<file path="config.mk">
export PLATFORM = sky130hd
export DESIGN_NAME = instr_fetch_responder
export DESIGN_NICKNAME = d
export VERILOG_FILES = /design/src/rtl/super_pkg.sv /design/src/rtl/instr_fetch_responder_pipe.sv /design/src/rtl/instr_fetch_responder.sv
export SDC_FILE = /design/constraint.sdc
export NUM_CORES = 1
export LEC_CHECK = 0
export CAP_MARGIN = 40
export CORE_ASPECT_RATIO = 0.5
export CORE_UTILIZATION = 37
export CTS_BUF_LIST = sky130_fd_sc_hd__clkbuf_4 sky130_fd_sc_hd__clkbuf_8 sky130_fd_sc_hd__clkbuf_16
export DETAILED_ROUTE_END_ITERATION = 7
export GPL_TIMING_DRIVEN = 1
export PLACE_DENSITY_LB_ADDON = 0.05
export SETUP_SLACK_MARGIN = 0.15
export SYNTH_ARGS = -nofsm -noshare
export SYNTH_HDL_FRONTEND = slang
export SYNTH_SLANG_ARGS = --single-unit
export TNS_END_PERCENT = 5
</file>
<file path="constraint.sdc">
create_clock -name clk_i -period 3.1 [get_ports clk_i]
set_input_delay 0.93 -clock clk_i [delete_from_list [all_inputs] [get_ports clk_i]]
set_output_delay 0.93 -clock clk_i [all_outputs]
set_load 0.005 [all_outputs]
</file>
<file path="src/rtl/super_pkg.sv">
// Shared fetch-interface types and the ITCM window check used by the
// instruction fetch responder.
package super_pkg;

  typedef logic [31:0] fetch_addr_t;
  typedef logic [63:0] fetch_data_t;

  // One in-flight response: valid marks a live slot, err marks a bus error.
  typedef struct packed {
    logic valid;
    logic err;
  } fetch_rsp_t;

  // Unsigned 32-bit offset compare, so addresses below the base wrap high
  // and fall out of range.
  function automatic logic itcm_in_range(input fetch_addr_t addr,
                                         input fetch_addr_t base,
                                         input fetch_addr_t size);
    fetch_addr_t offset;
    offset = addr - base;
    return offset < size;
  endfunction

endpackage

</file>
<file path="src/rtl/instr_fetch_responder_pipe.sv">
// Fixed-depth {valid, err} shift register that times each granted fetch so
// its response lines up with the SRAM read data.
module fetch_rsp_pipe
  import super_pkg::*;
#(
  parameter int unsigned Depth = 1
) (
  input  logic       clk_i,
  input  logic       rst_ni,
  input  fetch_rsp_t in_i,
  output fetch_rsp_t out_o
);

  fetch_rsp_t stage_q [Depth];

  // NOTE: these stages are control state, not a data array; every valid bit
  // must clear on reset or stale responses would leak out afterwards.
  always_ff @(posedge clk_i) begin
    if (!rst_ni) begin
      for (int i = 0; i < Depth; i++) stage_q[i] <= '0;
    end else begin
      // NOTE: non-blocking assignment lets every stage shift off the old
      // value of its neighbour regardless of statement order.
      stage_q[0] <= in_i;
      for (int i = 1; i < Depth; i++) stage_q[i] <= stage_q[i-1];
    end
  end

  assign out_o = stage_q[Depth-1];

endmodule

</file>
<file path="src/rtl/instr_fetch_responder.sv">
// Responder for the 64-bit instruction fetch port in front of a fixed-latency
// ITCM: grants under an outstanding limit, answers strictly in order.
module instr_fetch_responder
  import super_pkg::*;
#(
  parameter logic [31:0] MemBase        = 32'h0000_0000,
  parameter logic [31:0] MemSizeBytes   = 32'h0001_0000,
  parameter int unsigned MemLatency     = 1,
  parameter int unsigned MaxOutstanding = 2,
  localparam int         AddrW          = $clog2(MemSizeBytes) - 3
) (
  input  logic             clk_i,
  input  logic             rst_ni,
  input  logic             instr_req_i,
  input  logic [31:0]      instr_addr_i,
  output logic             instr_gnt_o,
  output logic             instr_rvalid_o,
  output logic [63:0]      instr_rdata_o,
  output logic             instr_err_o,
  input  logic             stall_i,
  output logic             mem_req_o,
  output logic [AddrW-1:0] mem_addr_o,
  input  logic [63:0]      mem_rdata_i,
  output logic             busy_o,
  output logic [31:0]      fetch_cnt_o,
  output logic [15:0]      err_cnt_o
);

  localparam int              OutW   = $clog2(MaxOutstanding + 1);
  localparam logic [OutW-1:0] MaxOut = OutW'(MaxOutstanding);

  logic [OutW-1:0] outst_q, outst_d;
  logic [31:0]     fetch_cnt_q;
  logic [15:0]     err_cnt_q;
  logic            in_range;
  logic            retiring;
  fetch_rsp_t      rsp_in, rsp_out;

  assign retiring = rsp_out.valid;
  assign in_range = itcm_in_range(instr_addr_i, MemBase, MemSizeBytes);

  // A retiring response frees its slot in the same cycle, so a full window
  // can still accept one new fetch per cycle.
  assign instr_gnt_o = instr_req_i & ~stall_i & ((outst_q < MaxOut) | retiring);
  assign mem_req_o   = instr_gnt_o & in_range;
  assign mem_addr_o  = AddrW'((instr_addr_i - MemBase) >> 3);

  assign rsp_in.valid = instr_gnt_o;
  assign rsp_in.err   = instr_gnt_o & ~in_range;

  fetch_rsp_pipe #(
    .Depth(MemLatency)
  ) u_pipe (
    .clk_i (clk_i),
    .rst_ni(rst_ni),
    .in_i  (rsp_in),
    .out_o (rsp_out)
  );

  assign instr_rvalid_o = rsp_out.valid;
  assign instr_err_o    = rsp_out.valid & rsp_out.err;
  assign instr_rdata_o  = (rsp_out.valid && !rsp_out.err) ? mem_rdata_i : 64'h0;

  // NOTE: give every always_comb output a default first; a path that leaves
  // it unassigned infers a latch.
  always_comb begin
    outst_d = outst_q;
    if (instr_gnt_o && !retiring)      outst_d = outst_q + 1'b1;
    else if (!instr_gnt_o && retiring) outst_d = outst_q - 1'b1;
  end

  always_ff @(posedge clk_i) begin
    if (!rst_ni) begin
      outst_q     <= '0;
      fetch_cnt_q <= '0;
      err_cnt_q   <= '0;
    end else begin
      outst_q <= outst_d;
      if (instr_gnt_o) fetch_cnt_q <= fetch_cnt_q + 32'd1;
      if (instr_err_o && err_cnt_q != 16'hFFFF) err_cnt_q <= err_cnt_q + 16'd1;
    end
  end

  assign busy_o      = (outst_q != '0);
  assign fetch_cnt_o = fetch_cnt_q;
  assign err_cnt_o   = err_cnt_q;

  a_no_underflow : assert property (@(posedge clk_i) disable iff (!rst_ni)
    instr_rvalid_o |-> outst_q != '0);

  a_no_overflow : assert property (@(posedge clk_i) disable iff (!rst_ni)
    outst_q <= MaxOut);

  a_addr_held : assert property (@(posedge clk_i) disable iff (!rst_ni)
    (instr_req_i && !instr_gnt_o) ##1 instr_req_i |-> $stable(instr_addr_i));

endmodule

</file>
* Word-level counts from Yosys, hierarchy flattened
Memory sizes are Yosys's and may differ from the RTL's.
Index checks and enable logic that the tools add are counted.
** Operators by class
- Eq/ne operators :: 1
- Bitwise gates (word level) :: 8
- Magnitude comparators :: 2
- Muxes and demuxes :: 7
- Add/sub/neg operators :: 4
- Reduce and logical (&&, ||, !) cells :: 10
** Operators with widths (number)
- $mux 64 :: 1
- $add 32x1->32 const B :: 1
- $lt 32x17->1 const B :: 1
- $add 16x1->16 const B :: 1
- $ne 16x16->1 const B :: 1
- $mux 2 :: 3
- $and 1x1->1 :: 5
- $logic_and 1x1->1 :: 4
- $reduce_bool 2->1 :: 2
- $logic_not 1->1 :: 3
- $mux 1 :: 3
- $add 2x1->2 const B :: 1
- $lt 2x2->1 const B :: 1
- $not 1->1 :: 2
- $reduce_or 2->1 :: 1
- $sub 2x1->2 const B :: 1
- $or 1x1->1 :: 1
** Word-level totals
- Bits in writable memories :: 2
- Logic and storage cells :: 36
- Input port bits :: 100
- Register bits after elaboration :: 50
- Memories kept :: 1
** Memory list
- u_pipe.stage_q :: depth 1, width 2, rd ports 1, clocked after Yosys merged registers in 0, write ports 1, line instr_fetch_responder_pipe.sv:14 : fetch_rsp_t stage_q [Depth];

* Longest topological paths before layout
Gate-level depths: netlist of the first run.
- Depth in word-level cells :: 7
- Depth in mapped cells :: 7
- Gate-level depth less buffers :: 7

* Cells and area by module
Synthesis of the first run repeated with hierarchy kept, for this count alone.
** Unflattened totals
- Cell total of the unflattened synthesis :: 375
- Area, all modules :: 3029.2 µm²
** By module, submodules not included
- instr_fetch_responder :: times used 1, cells each 371, area an instance 2976.6 µm²
- fetch_rsp_pipe :: times used 1, cells each 4, area an instance 52.6 µm²

* Least setup slack after synthesis of the first run
No wires, ideal clock.
- Path type :: in2out
- Start :: input port instr_addr_i[28]
- End :: output port mem_req_o
- Stages :: 3
- Arrival :: 1422 ps
- Slack :: 748 ps
- Path through :: nor4_1 nand4_1 nor2_1
** On the way
- Cells in the longest elaborated chain, start to end :: 2
** RTL lines
- from (decl) :: line instr_fetch_responder.sv:15 : input logic [31:0] instr_addr_i,
- $lt 32x17->1 :: line super_pkg.sv:21 : return offset < size;
- $and 1x1->1 :: line instr_fetch_responder.sv:45 : assign mem_req_o = instr_gnt_o & in_range;
- to (decl) :: line instr_fetch_responder.sv:21 : output logic mem_req_o,
Every way passes these cells.

* Final worst setup path of the first run
- Start :: input port mem_rdata_i[39]
- End :: output port instr_rdata_o[39]
** On the way
- Cells in the longest elaborated chain, start to end :: 1
** RTL lines
- from (decl) :: line instr_fetch_responder.sv:23 : input logic [63:0] mem_rdata_i,
- $mux 64 :: line instr_fetch_responder.sv:62 : assign instr_rdata_o = (rsp_out.valid && !rsp_out.err) ? mem_rdata_i : 64'h0;
- to (decl) :: line instr_fetch_responder.sv:18 : output logic [63:0] instr_rdata_o,
Every way passes these cells.

==> results of run 1 <==
## area by class of cell
type / instances / area, µm² / area share, %
clock buffer: 5 / 125 / 2.38
timing repair buffer: 210 / 2100 / 39.9
multi-input combinational: 297 / 1820 / 34.6
clock inverter: 3 / 22.5 / 0.428
sequential: 52 / 1040 / 19.8
inverter: 6 / 22.5 / 0.428
tap: 108 / 135 / 2.57
## Yosys cell counts, drive strengths merged
master and instances:
and2 67, dfxtp 52, nor2 44, nand2 25, nand3 20, xnor2 20
nand4 19, xor2 16, nor4 15, buf 14, clkbuf 11, nor3 10
and3 9, o21ai 9, a21oi 8, nand2b 8, inv 6, or3 4
and4 3, ha 3, mux2i 3, nand4b 2, nor2b 2, or2 2
or4 2, a311oi 1, nor3b 1, nor4b 1, nor4bb 1, o21bai 1
o311ai 1
## sequential cells by signal (all words and copies together) (netlist names)
| name | flops |
|---|---|
| err_cnt_o | 16 |
| fetch_cnt_o | 32 |
| outst_q | 2 |
| u_pipe.stage_q | 2 |
## logic make-up after synthesis
family	after synthesis	synth area share [%]
buffers and inverters	31	5.54
flip-flops	52	34.7
adder cells (fa/ha/maj)	3	1.25
AO/OA/AOI/OAI	20	3.67
XOR/XNOR	36	10.5
multiplexers	3	1.00
AND/OR/NAND/NOR	235	43.4
## tightest hold or removal path, delay by kind of cell (launching register included)
kind,cells,cell delay (ns)
and+or+nand+nor,1,0.05
muxes,1,0.05
DFF,1,0.32
## metrics by stage
stage               cell area [µm²]  hold slack [ns]  cells
floorplan                      3000            0.462    380
detailed placement             5080            0.458    672
CTS                            5240            0.471    680
global route                   5260            0.519    681
finish                         5260            0.472    681
global placement               5080            0.454    672
## worst paths after layout
kind,startpoint,end,slack [ns],depth (start not counted)
max,mem_rdata_i[39],instr_rdata_o[39],0.15,3
min,fetch_cnt_o[31],fetch_cnt_o[31],0.47,2
max reg2reg,fetch_cnt_o[6],fetch_cnt_o[27],0.85,5
min reg2reg,fetch_cnt_o[31],fetch_cnt_o[31],0.47,2
## what timing repair did
item / in CTS / in global routing
pin swaps: 2 / 6
gates resized for setup: 6 / 10
endpoints found under the setup margin: 6 / 35
hold buffers: 0 / 0
buffers inserted: 0 / 1
## routing by layer
metal	up-vias	part of all wire [%]
met1	1444	44
met3	12	7.2
met2	100	48
li1	1674	-
met4	0	0.83
met5	-	0
## cells in the final DEF (no fill, tap or decap), types with 2 or more instances in the layout
cell type        netlist  routed
and2_1                67      67
nand4_2                2       2
dlymetal6s2s_1         0       6
mux2i_1                3       3
nor4_2                 0       2
clkbuf_16              0       5
and3_1                 9       9
buf_4                 13       9
nand2_1               25      24
clkdlybuf4s50_1        0     192
nor4_1                15      13
xor2_1                16      16
nand3_1               20      20
dfxtp_1               52      52
nor3_1                10      10
o21ai_0                7       7
and4_1                 2       2
o21ai_1                2       2
a21oi_1                8       8
nor2_1                44      43
nand4b_1               2       2
nand2b_1               8       8
inv_1                  5       5
or3_1                  3       3
nand4_1               17      17
ha_1                   3       3
xnor2_1               20      20
or2_2                  2       2
## power by group
part | leakage [nW] | switching, mW | internal, mW
registers | 0.420 | 0.00835 | 0.675
clock network | 0.0742 | 0.257 | 0.303
logic | 1.45 | 0.0768 | 0.178
==> reports/results.txt, run 1 <==
For this run, the slowest stage of the critical path takes 0.51 ns. The number of inserted filler cells in the final layout is 666. The tools report the number of rows created at floorplan as 22.

The first global-routing pass estimated 14500 µm of wire. The most repeated library cell on the critical path was clkdlybuf4s50_1. IR analysis of the VDD net gives a maximum drop of 0.000299 V.

The net total in the final layout was 675; the met3 track demand over resource was 5.21%. The logs give 4 for the first-pass iteration count of the detailed router and 2.17 ns for the required time at the endpoint of the critical path. TritonCTS built the clock tree. The maximum fanout count along the critical path was 1; the leakage power total was 1.95 nW. On the critical path, the stage with the largest delay is an instance of clkdlybuf4s50_1.

The endpoint type of the worst setup path was a primary output. Ranked by total cell area, the synthesized netlist is headed by dfxtp_1 35%, and2_1 14%, xnor2_1 5.8%. When the netlist entered floorplanning its net count stood at 483. The logs give 34.7% for the sequential fraction of the synthesis area and 380 for the cell count after synthesis.

The die covers 0.00850 mm². For met2 alone, demand over resource in global routing was 37.9%. Measured along the y axis, the die boundary spans 65.7 µm. The area growth from synthesis to layout is 75.4%.

Summing every instance area after synthesis gives 0.00300 mm². The run gives 38 as the unique cell type count in the Yosys netlist. The highest attainable clock frequency is 339 MHz. The worst hold path belongs to the class reg2reg. Once layout is complete, the utilization of the core stands at 69.3%. After detailed routing, the total wire length is 9400 µm. The flow ran to the end, and the final reports show no timing, DRC or antenna violations. The critical path contains buffers and inverters numbering 2 combined.

The run gives 0.29 ns as the clock latency at the later pin of the worst-skew pair. The run gives 42.3% as the headroom to the max-slew limit. The cell sitting at the root of the clock tree is a clkbuf_16. The total setup violations reported at the end of the flow was 0; the routability congestion estimate was 0.816.

The run gives 21.6% as the overall global routing resource usage. The worst path needs 2.95 ns of the cycle, external delays included. The number of global-route vias before repair came out at 2906. The family of cells with the greatest summed delay on the critical path is buffers and inverters.

The initial antenna violation count was 0. dfxtp_1 takes more of the synthesized area than any other cell. Measured along the x axis, the die boundary spans 129 µm. The floorplan step defined a core boundary enclosing 0.00760 mm². The top cell type by area accounts for 34.7% of the synthesized area. In this run the power density over the cells is 285 mW/mm². Input and output buffers added on the ports amount to 200. The tools report the number of top-level pins as 230. The yosys synthesis warning count came out at 0. The final setup TNS was 0 ns. The critical path goes through clkdlybuf4s50_1, and2_1, clkdlybuf4s50_1. The total overflow left after global routing is 0. 0 antenna diodes ended up in the layout. For this configuration, the core starts out at a cell density of 39.5%. For this run, global-route usage on met1 was measured as 27.0%. After synthesis the netlist holds a flip-flop and latch count of 52.

Across the run, the number of max-cap violations was 0. A synthesized cell averages 7.90 µm². The final critical path takes up 95.3% of the cycle.

Entering global routing, the biggest net connects 65 pins. Using the TritonRoute via totals, the vias-per-cell ratio works out to 4.74. Setup repair after global routing could not meet its margin everywhere. After legalization and detailed placement, the total HPWL measured 7330 µm. Share of final-layout standard cells stronger than drive strength 1: 5.58%. The data arrival at the endpoint of the critical path is 2.02 ns, and the max-slew violation total from the final report is 0.

After layout, the design draws a total of 1.50 mW. The slew at the pin closest to its max-slew limit was 0.858 ns; the number of DRC markers in iteration 0 was 113. The largest buffer count on any clock path is 2. The clock arrives with 0.00512 ns of skew. The vias after detailed routing is 3230, and the remaining design rule violation count is 0. The logs give 52 for the number of sinks handled by clock tree synthesis and -0.226 ns for the worst setup slack after placement. The post-route worst setup slack is 0.146 ns. STA classifies the critical path startpoint as a primary input. The busiest layer in global routing was met2. CTS built an H-tree with a depth of 2. The critical path class is in2out. Dividing the detail-routed wire length by the instance count gives 13.8 µm. The count of nets left with antenna violations after detail routing is 0. Final count of hold timing violations: 0. The clock-pin transition on the worst setup and hold timing paths is 0.07 ns, and the number of buffers created by CTS is 5.
Power figures use the tool's default switching activity.
==> run 2: changes to the inputs <==
- CORE_MARGIN: default -> 2
- CORE_UTILIZATION: 37 -> 31
- SKIP_LAST_GASP: default -> 1
- clock period: 3.1 -> 2.6 ns (I/O delays scaled with it)
==> run 2 against run 1 <==
Against the previous run: the run now ends with negative setup slack left; worst setup slack got worse by 0.24 ns; final cell count up 5.7%; core utilization decreased by 11 points; critical endpoint is now mem_req_o; die area increased by 24%; clock-buffer cell count rose by 2; clock power rose by 21%; combinational power increased by 30%.
==> reports/results.txt, run 2 (synthesis gave the netlist of run 1 again) <==
The number of sinks handled by clock tree synthesis was 52 (unchanged). The total power per unit cell area was 332 mW/mm² (+17%); the count of nets left with antenna violations after detail routing was 0 (unchanged). The worst hold endpoint was fetch_cnt_o[31]. The highest ir drop seen on vdd was 0.000232 V (-22%); the total setup violations reported at the end of the flow was 53 (+53). The wire length of the first global-routing pass was 15100 µm (+3.6%). Largest buffer count on any clock path: 2 (unchanged). The tools report the net total in the final layout as 687 (+1.8%). Clock latency at the later pin of the worst-skew pair: 0.29 ns (about the same).

Initial antenna violation count: 0 (unchanged). The slew at the pin closest to its max-slew limit was 0.545 ns (-0.313 ns). The total number of H-tree levels is 2 (unchanged). Horizontal extent of the die: 143 µm (+11%). In this run the critical register-to-register path is captured at fetch_cnt_o[27]. For the overall global routing resource usage, the log shows 18.0% (-3.6 points). The clock-pin transition on the worst setup and hold timing paths came out at 0.07 ns (about the same). The critical path is of the in2out type.

The final count of hold timing violations is 0 (unchanged). The path depth of the worst reg2reg path works out to 5 (unchanged). The most common library cell in the layout ignoring fill and taps was clkdlybuf4s50_1.

The antenna diode count was 0 (unchanged). For the headroom to the max-slew limit, the log shows 63.2% (+21 points). The average wire per cell in the routed design is 14.6 µm (+5.5%). The remaining global-route overflow was 0 (unchanged); the area of the core was 0.00942 mm² (+24%). Height of the chip: 73.6 µm (+12%). The run gives 10500 µm (+12%) as the overall routed net length.

The launching instance or port of the critical path is instr_addr_i[20]. The run gives 8150 µm (+11%) as the half-perimeter wire length of the detailed placement result. The cell count after placement was 706 (+5.1%); the share of final-layout standard cells stronger than drive strength 1 was 8.21% (+2.6 points). First-pass iteration count of the detailed router: 4 (unchanged). In the layout the commonest cells are 188 x clkdlybuf4s50_1, 67 x and2_1, 51 x dfxtp_1.

The smallest clock period supported by the final layout is computed as 2.69 ns. The setup slack of the most critical reg-to-reg path was 0.41 ns (-0.44 ns). The run gives 0.0105 mm² (+24%) as the full die area.

The data arrival at the endpoint of the critical path was 1.91 ns (-0.11 ns); the hold buffer count at cts was 0 (unchanged). Based on the critical path, the design can be clocked at up to 371 MHz. For the vias after detailed routing, the log shows 3287 (+1.8%). The routability congestion estimate is 0.805 (-1.4%). The number of global-route vias before repair is 2923 (+0.58%), and the remaining design rule violation count is 0 (unchanged). Starting density of the core: 31.9% (-7.6 points). The maximum fanout count along the critical path is 2 (+1). The required time at the endpoint of the critical path was 1.82 ns (-0.35 ns); the via-per-instance ratio was 4.57 (-3.7%). The number of buffers created by CTS came out at 5 (unchanged).

The number of max-cap violations was 0 (unchanged). CTS placed an instance of clkbuf_16 at the clock tree root. Setup repair after global routing could not meet its margin everywhere. The leakage power total is 2.06 nW (+5.6%). The logs give -0.0939 ns (-0.240 ns) for the post-route worst setup slack and 0.00640 ns (+0.00128 ns) for the worst clock skew. The worst setup path is captured at a primary output. The flow ran to the end, but the final reports show violations.

The path type of the worst min-delay path is reg2reg. The number of buffers added on ports is 200 (unchanged). The flip-flop count of the largest register after layout works out to 32 (unchanged).

Number of top-level pins: 230 (unchanged). The final setup TNS is -1.18 ns (-1.18 ns), and the worst hold path stage count is 2 (unchanged). The area added between synthesis and finish is 83.0%, and the part of the cycle the worst path needs is 104%.

The worst hold slack across all endpoints is 0.478 ns (+0.00627 ns). In this run the most critical hold path is launched from fetch_cnt_o[31]. Type of element launching the critical path: a primary input.

For the number of cells in the finished layout apart from fillers, the log shows 720 (+5.7%). The tools report the max-slew violation total from the final report as 0 (unchanged). For the number of rows created at floorplan, the log shows 25 (+14%). The largest net degree at the start of global routing was 65 (unchanged); the number of DRC markers in iteration 0 was 99 (-12%).

TritonCTS built the clock tree. The final reports fail on negative setup slack. For the total power consumption of the routed design, the log shows 1.83 mW (+22%). The worst register-to-register path begins at fetch_cnt_o[6].
run 2: repair_timing:
item / in CTS / in global routing
hold endpoints to repair: 0 / 0
pin swaps: 0 / 6
resized for setup: 14 / 11
cloned: 0 / 3
setup endpoints to repair: 66 / 66
buffers inserted: 2 / 1
run 2: area by class of cell:
type,instances,area [µm²]
clock buffer,7,146
clock inverter,1,7.51
fill,870,3920
inverter,6,22.5
multi-input combinational,297,1840
sequential,52,1040
tap,135,169
timing repair buffer,222,2270
run 2: metal layers:
metal / vias to the layer above / wire [µm] / track usage, %
li1: 1689 / - / -
met1: 1497 / 4680 / 24.0
met2: 97 / 5020 / 30.7
met3: 4 / 751 / 4.17
met4: 0 / 36 / 2.75
met5: - / 0 / 0
run 2: worst max-delay path: stages:
cell and delay (ns):
clkdlybuf4s50_1 0.41, nor4_2 0.26, nand4_1 0.17, nor2_1 0.15, buf_2 0.13
run 2: report_power, final:
group	switching [mW]	internal, mW	leakage [nW]
clock network	0.283	0.394	0.0736
registers	0.0109	0.806	0.420
logic	0.101	0.231	1.56
run 2: how the worst max path moves through the flow:
| stage | to |
|---|---|
| floorplan | outst_q[1] |
| global placement | mem_req_o |
| detailed placement | mem_req_o |
| CTS | instr_rdata_o[6] |
| global route | mem_req_o |
| finish | mem_req_o |
run 2: metrics by stage:
stage,utilization (%),worst slack (ns),cell area [µm²]
6_report,58.3,-0.0939,5490
5_1_grt,58.3,-0.186,5490
4_1_cts,56.9,-0.0689,5360
3_5_place_dp,55.0,-0.467,5180
3_3_place_gp,55.0,-0.443,5180
2_1_floorplan,-,0.525,3000
==> run 3: changes to the inputs <==
- SETUP_SLACK_MARGIN: 0.15 -> 0.1
==> results of run 3 <==
No change in the layout: final DEF, timing and power equal those of run 2.
